[src/rtl/exec_datapath.sv]
// Execute/writeback stage: 8x16 register file, ALU and a shift-add multiplier.
// Latency: single-cycle ops complete at the accepting edge; MUL completes MUL_CYCLES edges after acceptance.
// Backpressure: stall is high while a multiply runs, and instructions offered during it are ignored.
module exec_datapath #(
  parameter int DATA_W     = 16,
  parameter int NREGS      = 8,
  parameter int MUL_CYCLES = 16
) (
  input  logic              clk,
  input  logic              rstn,
  input  logic              instr_valid,
  input  logic [3:0]        OPCODE,
  input  logic [2:0]        Rreg_Sig1,
  input  logic [2:0]        Rreg_Sig2,
  input  logic [2:0]        Wreg_Sig,
  input  logic [5:0]        Immediate_Addr,
  input  logic              Source2_select,
  input  logic              ALU_out_Select,
  input  logic              PC_select,
  output logic              stall,
  output logic [DATA_W-1:0] result,
  output logic              result_valid,
  output logic              flag_z,
  output logic              flag_c,
  output logic              flag_n,
  input  logic [2:0]        dbg_addr,
  output logic [DATA_W-1:0] dbg_data
);

  localparam int CW = $clog2(MUL_CYCLES + 1);

  typedef enum logic {IDLE, MUL_BUSY} state_t;

  state_t              state;
  logic [DATA_W-1:0]   regs [NREGS];

  logic [DATA_W-1:0]   src1;
  logic [DATA_W-1:0]   src2;
  logic                accept;

  // ALU decode results
  logic [DATA_W-1:0]   alu_res;
  logic                alu_c;
  logic                alu_res_upd;   // result, flags, result_valid update
  logic                alu_flag_upd;  // flags update (superset of alu_res_upd, adds CMP)
  logic                alu_wb;
  logic                is_mul;

  logic [DATA_W:0]     sum;
  logic [DATA_W:0]     diff;
  logic [DATA_W:0]     shl_full;
  logic [DATA_W:0]     shr_full;
  logic [3:0]          sh;

  // Multiplier state
  logic [2*DATA_W-1:0] mcand;
  logic [DATA_W-1:0]   mplier;
  logic [2*DATA_W-1:0] acc;
  logic [2*DATA_W-1:0] acc_next;
  logic [CW-1:0]       cnt;
  logic [2:0]          mul_rd;
  logic                mul_wb;
  logic                mul_done;

  // Register file write port
  logic                wr_en;
  logic [2:0]          wr_addr;
  logic [DATA_W-1:0]   wr_dat;

  assign src1     = regs[Rreg_Sig1];
  assign src2     = Source2_select ? {{(DATA_W-6){1'b0}}, Immediate_Addr} : regs[Rreg_Sig2];
  assign accept   = instr_valid && !stall;
  assign dbg_data = regs[dbg_addr];

  assign acc_next = acc + (mplier[0] ? mcand : '0);
  assign mul_done = (state == MUL_BUSY) && (cnt == '0);

  // Single-cycle ALU: operation result, carry and which state it is allowed to touch
  always_comb begin
    alu_res      = '0;
    alu_c        = 1'b0;
    alu_res_upd  = 1'b0;
    alu_flag_upd = 1'b0;
    alu_wb       = 1'b0;
    is_mul       = 1'b0;
    sh           = src2[3:0];
    sum          = {1'b0, src1} + {1'b0, src2};
    diff         = {1'b0, src1} - {1'b0, src2};
    // Shifting through one extra bit leaves the last bit shifted out in that bit
    shl_full     = {1'b0, src1} << sh;
    shr_full     = {src1, 1'b0} >> sh;
    if (!PC_select) begin
      alu_res_upd  = 1'b1;
      alu_flag_upd = 1'b1;
      case (OPCODE)
        4'd1:    begin alu_res = sum[DATA_W-1:0];  alu_c = sum[DATA_W];  end
        4'd2:    begin alu_res = diff[DATA_W-1:0]; alu_c = diff[DATA_W]; end
        4'd3:    alu_res = src1 & src2;
        4'd4:    alu_res = src1 | src2;
        4'd5:    alu_res = src1 ^ src2;
        4'd6:    alu_res = ~src1;
        4'd7:    begin alu_res = shl_full[DATA_W-1:0]; alu_c = shl_full[DATA_W]; end
        4'd8:    begin alu_res = shr_full[DATA_W:1];   alu_c = shr_full[0];      end
        4'd10:   begin
          alu_res     = diff[DATA_W-1:0];
          alu_c       = diff[DATA_W];
          alu_res_upd = 1'b0;
        end
        4'd11:   alu_res = src2;
        4'd9:    begin
          is_mul       = 1'b1;
          alu_res_upd  = 1'b0;
          alu_flag_upd = 1'b0;
        end
        default: begin
          alu_res_upd  = 1'b0;
          alu_flag_upd = 1'b0;
        end
      endcase
      alu_wb = alu_res_upd && ALU_out_Select;
    end
  end

  // Write port arbitration: the multiplier finishing and a new acceptance never coincide
  always_comb begin
    wr_en   = 1'b0;
    wr_addr = Wreg_Sig;
    wr_dat  = alu_res;
    if (mul_done) begin
      wr_en   = mul_wb;
      wr_addr = mul_rd;
      wr_dat  = acc_next[DATA_W-1:0];
    end else if (accept) begin
      wr_en   = alu_wb;
    end
  end

  // Register file storage
  always_ff @(posedge clk or negedge rstn) begin
    if (!rstn) begin
      for (int i = 0; i < NREGS; i++) regs[i] <= '0;
    end else if (wr_en) begin
      regs[wr_addr] <= wr_dat;
    end
  end

  // Control FSM, multiplier iteration and registered result/flags
  always_ff @(posedge clk or negedge rstn) begin
    if (!rstn) begin
      state        <= IDLE;
      stall        <= 1'b0;
      cnt          <= '0;
      mcand        <= '0;
      mplier       <= '0;
      acc          <= '0;
      mul_rd       <= '0;
      mul_wb       <= 1'b0;
      result       <= '0;
      result_valid <= 1'b0;
      flag_z       <= 1'b0;
      flag_c       <= 1'b0;
      flag_n       <= 1'b0;
    end else begin
      result_valid <= 1'b0;
      case (state)
        IDLE: begin
          if (accept) begin
            if (is_mul) begin
              mcand  <= {{DATA_W{1'b0}}, src1};
              mplier <= src2;
              acc    <= '0;
              cnt    <= CW'(MUL_CYCLES - 1);
              mul_rd <= Wreg_Sig;
              mul_wb <= ALU_out_Select;
              stall  <= 1'b1;
              state  <= MUL_BUSY;
            end else begin
              if (alu_flag_upd) begin
                flag_z <= (alu_res == '0);
                flag_c <= alu_c;
                flag_n <= alu_res[DATA_W-1];
              end
              if (alu_res_upd) begin
                result       <= alu_res;
                result_valid <= 1'b1;
              end
            end
          end
        end
        MUL_BUSY: begin
          acc    <= acc_next;
          mcand  <= mcand << 1;
          mplier <= mplier >> 1;
          cnt    <= cnt - 1'b1;
          if (cnt == '0) begin
            state        <= IDLE;
            stall        <= 1'b0;
            result       <= acc_next[DATA_W-1:0];
            result_valid <= 1'b1;
            flag_z       <= (acc_next[DATA_W-1:0] == '0);
            flag_c       <= |acc_next[2*DATA_W-1:DATA_W];
            flag_n       <= acc_next[DATA_W-1];
          end
        end
        default: state <= IDLE;
      endcase
    end
  end

endmodule

[config.mk]
export PLATFORM = sky130hd
export DESIGN_NAME = exec_datapath
export DESIGN_NICKNAME = d
export VERILOG_FILES = /design/src/rtl/exec_datapath.sv
export SDC_FILE = /design/constraint.sdc
export NUM_CORES = 1
export LEC_CHECK = 0
export CAP_MARGIN = 10
export CORE_ASPECT_RATIO = 0.5
export CORE_MARGIN = 8
export CORE_UTILIZATION = 54
export DETAILED_ROUTE_END_ITERATION = 8
export PLACE_DENSITY = 0.75
export SYNTH_ARGS = -nofsm -noshare
export SYNTH_HDL_FRONTEND = slang
export SYNTH_SLANG_ARGS = --single-unit
[constraint.sdc]
create_clock -name clk -period 4.2 [get_ports clk]
set_input_delay 0.63 -clock clk [delete_from_list [all_inputs] [get_ports clk]]
set_output_delay 0.63 -clock clk [all_outputs]
set_load 0.01 [all_outputs]
==> results.sh <==
export IMPL_status="completed"
export IMPL_clk_latency_ns=0.57
export IMPL_grt_pass1_vias=17340
export IMPL_setup_slack_ns=0.0237
export IMPL_crit_path_end_kind="register"
export IMPL_wl_per_cell_um=25.8
export IMPL_synth_area_leader_cell="dfrtp_1"
export IMPL_synthArstFlopShare_pct=100
export IMPL_num_vias=18118
export IMPL_fin_skew_ns=0.0279
export IMPL_synth_seq_cells=239
export IMPL_place_gp_congestion=1.09
export IMPL_antenna_found_initial=2
export IMPL_nets=2393
export IMPL_path_buf_inv=5
export IMPL_r2r_end="flag_z"
export IMPL_post_synth_top_count_cell="dfrtp_1"
export IMPL_reg2reg_from="regs[48]"
export IMPL_yosys_top_cells_area="dfrtp_1 32%, mux4_2 9.0%, mux2_2 7.3%"
export IMPL_synth_edf_count=0
export IMPL_synth_main_ff_cell="dfrtp_1"
export IMPL_dpl_hpwl_um=50100
export IMPL_fin_crit_sh_pct=99.4
export IMPL_cp_common_cell="buf_12"
export IMPL_hold_path_class="primary input to async pin"
export IMPL_required_ns=4.71
export IMPL_grt_pass1_wl_um=105000
export IMPL_drc=0
export IMPL_syn_inst=1991
export IMPL_critPathTopFamily="compound AO/OA/AOI/OAI gates"
export IMPL_tightest_slew_ns=0.806
export IMPL_routed_wl_um=70900
export IMPL_max_freq_mhz=239
export IMPL_cts_sinks=239
export IMPL_start_kind="primary input"
export IMPL_track_usage_pct=32.7
export IMPL_irDropWorstVdd_mv=0.433
export IMPL_critPathMaxFanout=4
export IMPL_crit_path_top_delay_cell="fa_2"
export IMPL_slew_violations=0
export IMPL_cts_tree="built"
export IMPL_initial_core_util_pct=54.4
export IMPL_cellPowerDensity_mw_per_mm2=448
export IMPL_core_mm2=0.0342
export IMPL_netlist_area_mm2=0.0186
export IMPL_seq_area_frac_synth_pct=32.2
export IMPL_critPathMaxStageDelay_ns=0.56
export IMPL_finalPower_mw=10.5
export IMPL_cts_inserted_buffers=23
export IMPL_htreeDepth=1
export IMPL_rows=48
export IMPL_drt_initial_drc_count=2074
export IMPL_cp_data_arrival_time_ns=4.69
export IMPL_critPathKind="primary input to register"
export IMPL_reg2regPathDepth=17
export IMPL_area_growth_pct=26.2
export IMPL_dieArea_mm2=0.0410
export IMPL_r2r_setup_slack_ns=0.04
export IMPL_leakage_nw=10.5
export IMPL_cp_num_cells=18
export IMPL_drtAntennaViolNets=0
export IMPL_dr_pass1_iters=7
export IMPL_io_pins=65
export IMPL_via_per_inst=6.59
export IMPL_synth_top_area_share_pct=32.2
export IMPL_syn_avg_cell_area_um2=9.33
export IMPL_finalCriticalPeriod_ns=4.18
export IMPL_dp_slack_ns=-0.751
export IMPL_rsz0062_at_grt="true"
export IMPL_max_cap_violations=0
export IMPL_crit_path_cell_trace="dlygate4sd2_1 > buf_12 > buf_12 > buf_12 > buf_4 > mux2i_4 > ha_4 > fa_2 > o22ai_1 > a21oi_1 > o221ai_1 > a221o_1 > a31oi_1 > a31oi_1 > nor4bb_1 > nand4_1 > nor4b_2 > a31o_1"
export IMPL_syn_num_nets=2103
export IMPL_synthTopCellsByCount="239 x dfrtp_1, 219 x nand2_1, 157 x nor2_1"
export IMPL_synth_warnings=0
export IMPL_grt_ovfl_total=0
export IMPL_final_hold_viol_count=0
export IMPL_die_w_um=278
export IMPL_fillers=2585
export IMPL_io_buffers=64
export IMPL_cts_reportedPaths_clkPinSlew_ns=0.08
export IMPL_root_buffer="clkbuf_16"
export IMPL_synthDistinctLibCells=81
export IMPL_grt_max_degree=97
export IMPL_relSlewSlack_pct=46.3
export IMPL_layout_drive_gt1_share_pct=30.5
export IMPL_setup_viol=0
export IMPL_cts_buffer_depth=3
export IMPL_chipHeight_um=147
[worst register-to-register path, cell delays in order (launching register included)]
cell and delay [ns]:
dfrtp_1 0.42, mux2i_1 0.09, mux4_2 0.51, o21a_4 0.26, inv_6 0.07, ha_4 0.14, inv_2 0.04, fa_2 0.34
buf_4 0.15, a21oi_1 0.12, o21ai_0 0.19, a221oi_1 0.40, o21a_1 0.18, a21oi_1 0.08, nor4bb_1 0.44, nand4_1 0.25
nor4b_2 0.27, a31o_1 0.17
[final cells by class]
cell class	instances	area (um2)	area share, %
Tap cell	450	563	2.40
Sequential cell	239	5990	25.5
Multi-Input combinational cell	1556	12300	52.4
Clock inverter	14	206	0.880
Clock buffer	28	624	2.66
Timing Repair Buffer	401	3550	15.1
Antenna cell	3	7.51	0.0320
Inverter	60	230	0.982
[registers in the layout, summed over array words and instances, names as in the netlist, 3 cells and up]
| signal | cells |
|---|---|
| acc | 32 |
| cnt | 5 |
| mcand | 32 |
| mplier | 16 |
| mul_rd | 3 |
| regs | 128 |
| result | 16 |
[placed cells by master, fill, tap and decap left out, types with 11 or more instances in the layout]
cell,netlist,routed
a211oi_1,17,14
a21o_1,18,17
a21oi_1,137,127
a221oi_1,14,13
a22o_1,15,15
and2_1,37,37
buf_12,0,27
buf_4,9,306
clkbuf_16,0,25
clkdlybuf4s50_1,0,56
dfrtp_1,239,237
ha_1,81,75
inv_1,55,54
mux2_2,120,104
mux2_4,1,17
mux2i_1,111,106
mux4_2,74,74
nand2_1,219,219
nand2b_1,16,16
nand3_1,22,22
nor2_1,157,151
nor2b_1,18,16
nor3_1,30,28
o211ai_1,29,29
o21a_1,17,16
o21ai_0,138,125
o21ai_2,1,11
o221ai_1,11,11
o22ai_1,36,35
or2_2,18,17
xnor2_1,23,23
[where the power goes]
group | internal (mW) | leakage [nW] | switching [mW]
combinational | 2.14 | 6.93 | 2.57
clock | 1.37 | 0.415 | 1.02
sequential | 2.85 | 3.17 | 0.545
[how the worst max path moves through the flow]
| stage | startpoint | slack (ns) | end |
|---|---|---|---|
| global placement | Rreg_Sig1[2] | -0.69 | regs[69] |
| CTS | Rreg_Sig2[2] | 0.008 | regs[111] |
| finish | Rreg_Sig1[1] | 0.02 | flag_z |
| detailed placement | Rreg_Sig1[2] | -0.75 | regs[21] |
| floorplan | Rreg_Sig2[0] | -0.17 | flag_z |
| global route | Rreg_Sig2[0] | -0.06 | result[13] |
[cell families after synthesis]
group	count (synthesis)	share of synthesized area (%)
flip-flops	239	32.2
multiplexers	306	22.3
AO/OA/AOI/OAI	553	19.2
adder cells (fa/ha/maj)	84	5.78
AND/OR/NAND/NOR	585	14.7
XOR/XNOR	28	1.32
buffers and inverters	196	4.52
[repair_timing]
| action | 4_1_cts | 5_1_grt |
|---|---|---|
| cloned | 0 | 2 |
| pin swaps | 20 | 23 |
| resized for setup | 31 | 45 |
| endpoints found under the setup margin | 64 | 118 |
| hold buffers | 0 | 0 |
| buffers inserted | 10 | 2 |
[routing by layer]
layer  routed length [um]  vias to the layer above  global-route usage (%)  part of all wire, %
met1                28800                     8813                    44.6                   41
met4                 3660                        4                    12.9                  5.2
met2                30400                     1109                    49.5                   43
met3                 8100                      250                    8.63                   11
met5                   26                        -                       0                0.037
li1                     -                     7942                       -                    -
[stage by stage]
stage | cells | setup TNS [ns] | instance area [um2] | utilization [%] | hold WS [ns]
floorplan | 1991 | -2.58 | 18900 | - | 0.334
global placement | 2692 | -68.20 | 22100 | 64.6 | 0.463
detailed placement | 2692 | -74.10 | 22100 | 64.6 | 0.469
CTS | 2744 | 0 | 23200 | 67.8 | 0.120
global route | 2748 | -0.541 | 23400 | 68.6 | 0.155
finish | 2751 | 0 | 23500 | 68.6 | 0.0940
No activity file was read; power rests on OpenSTA's default activity.
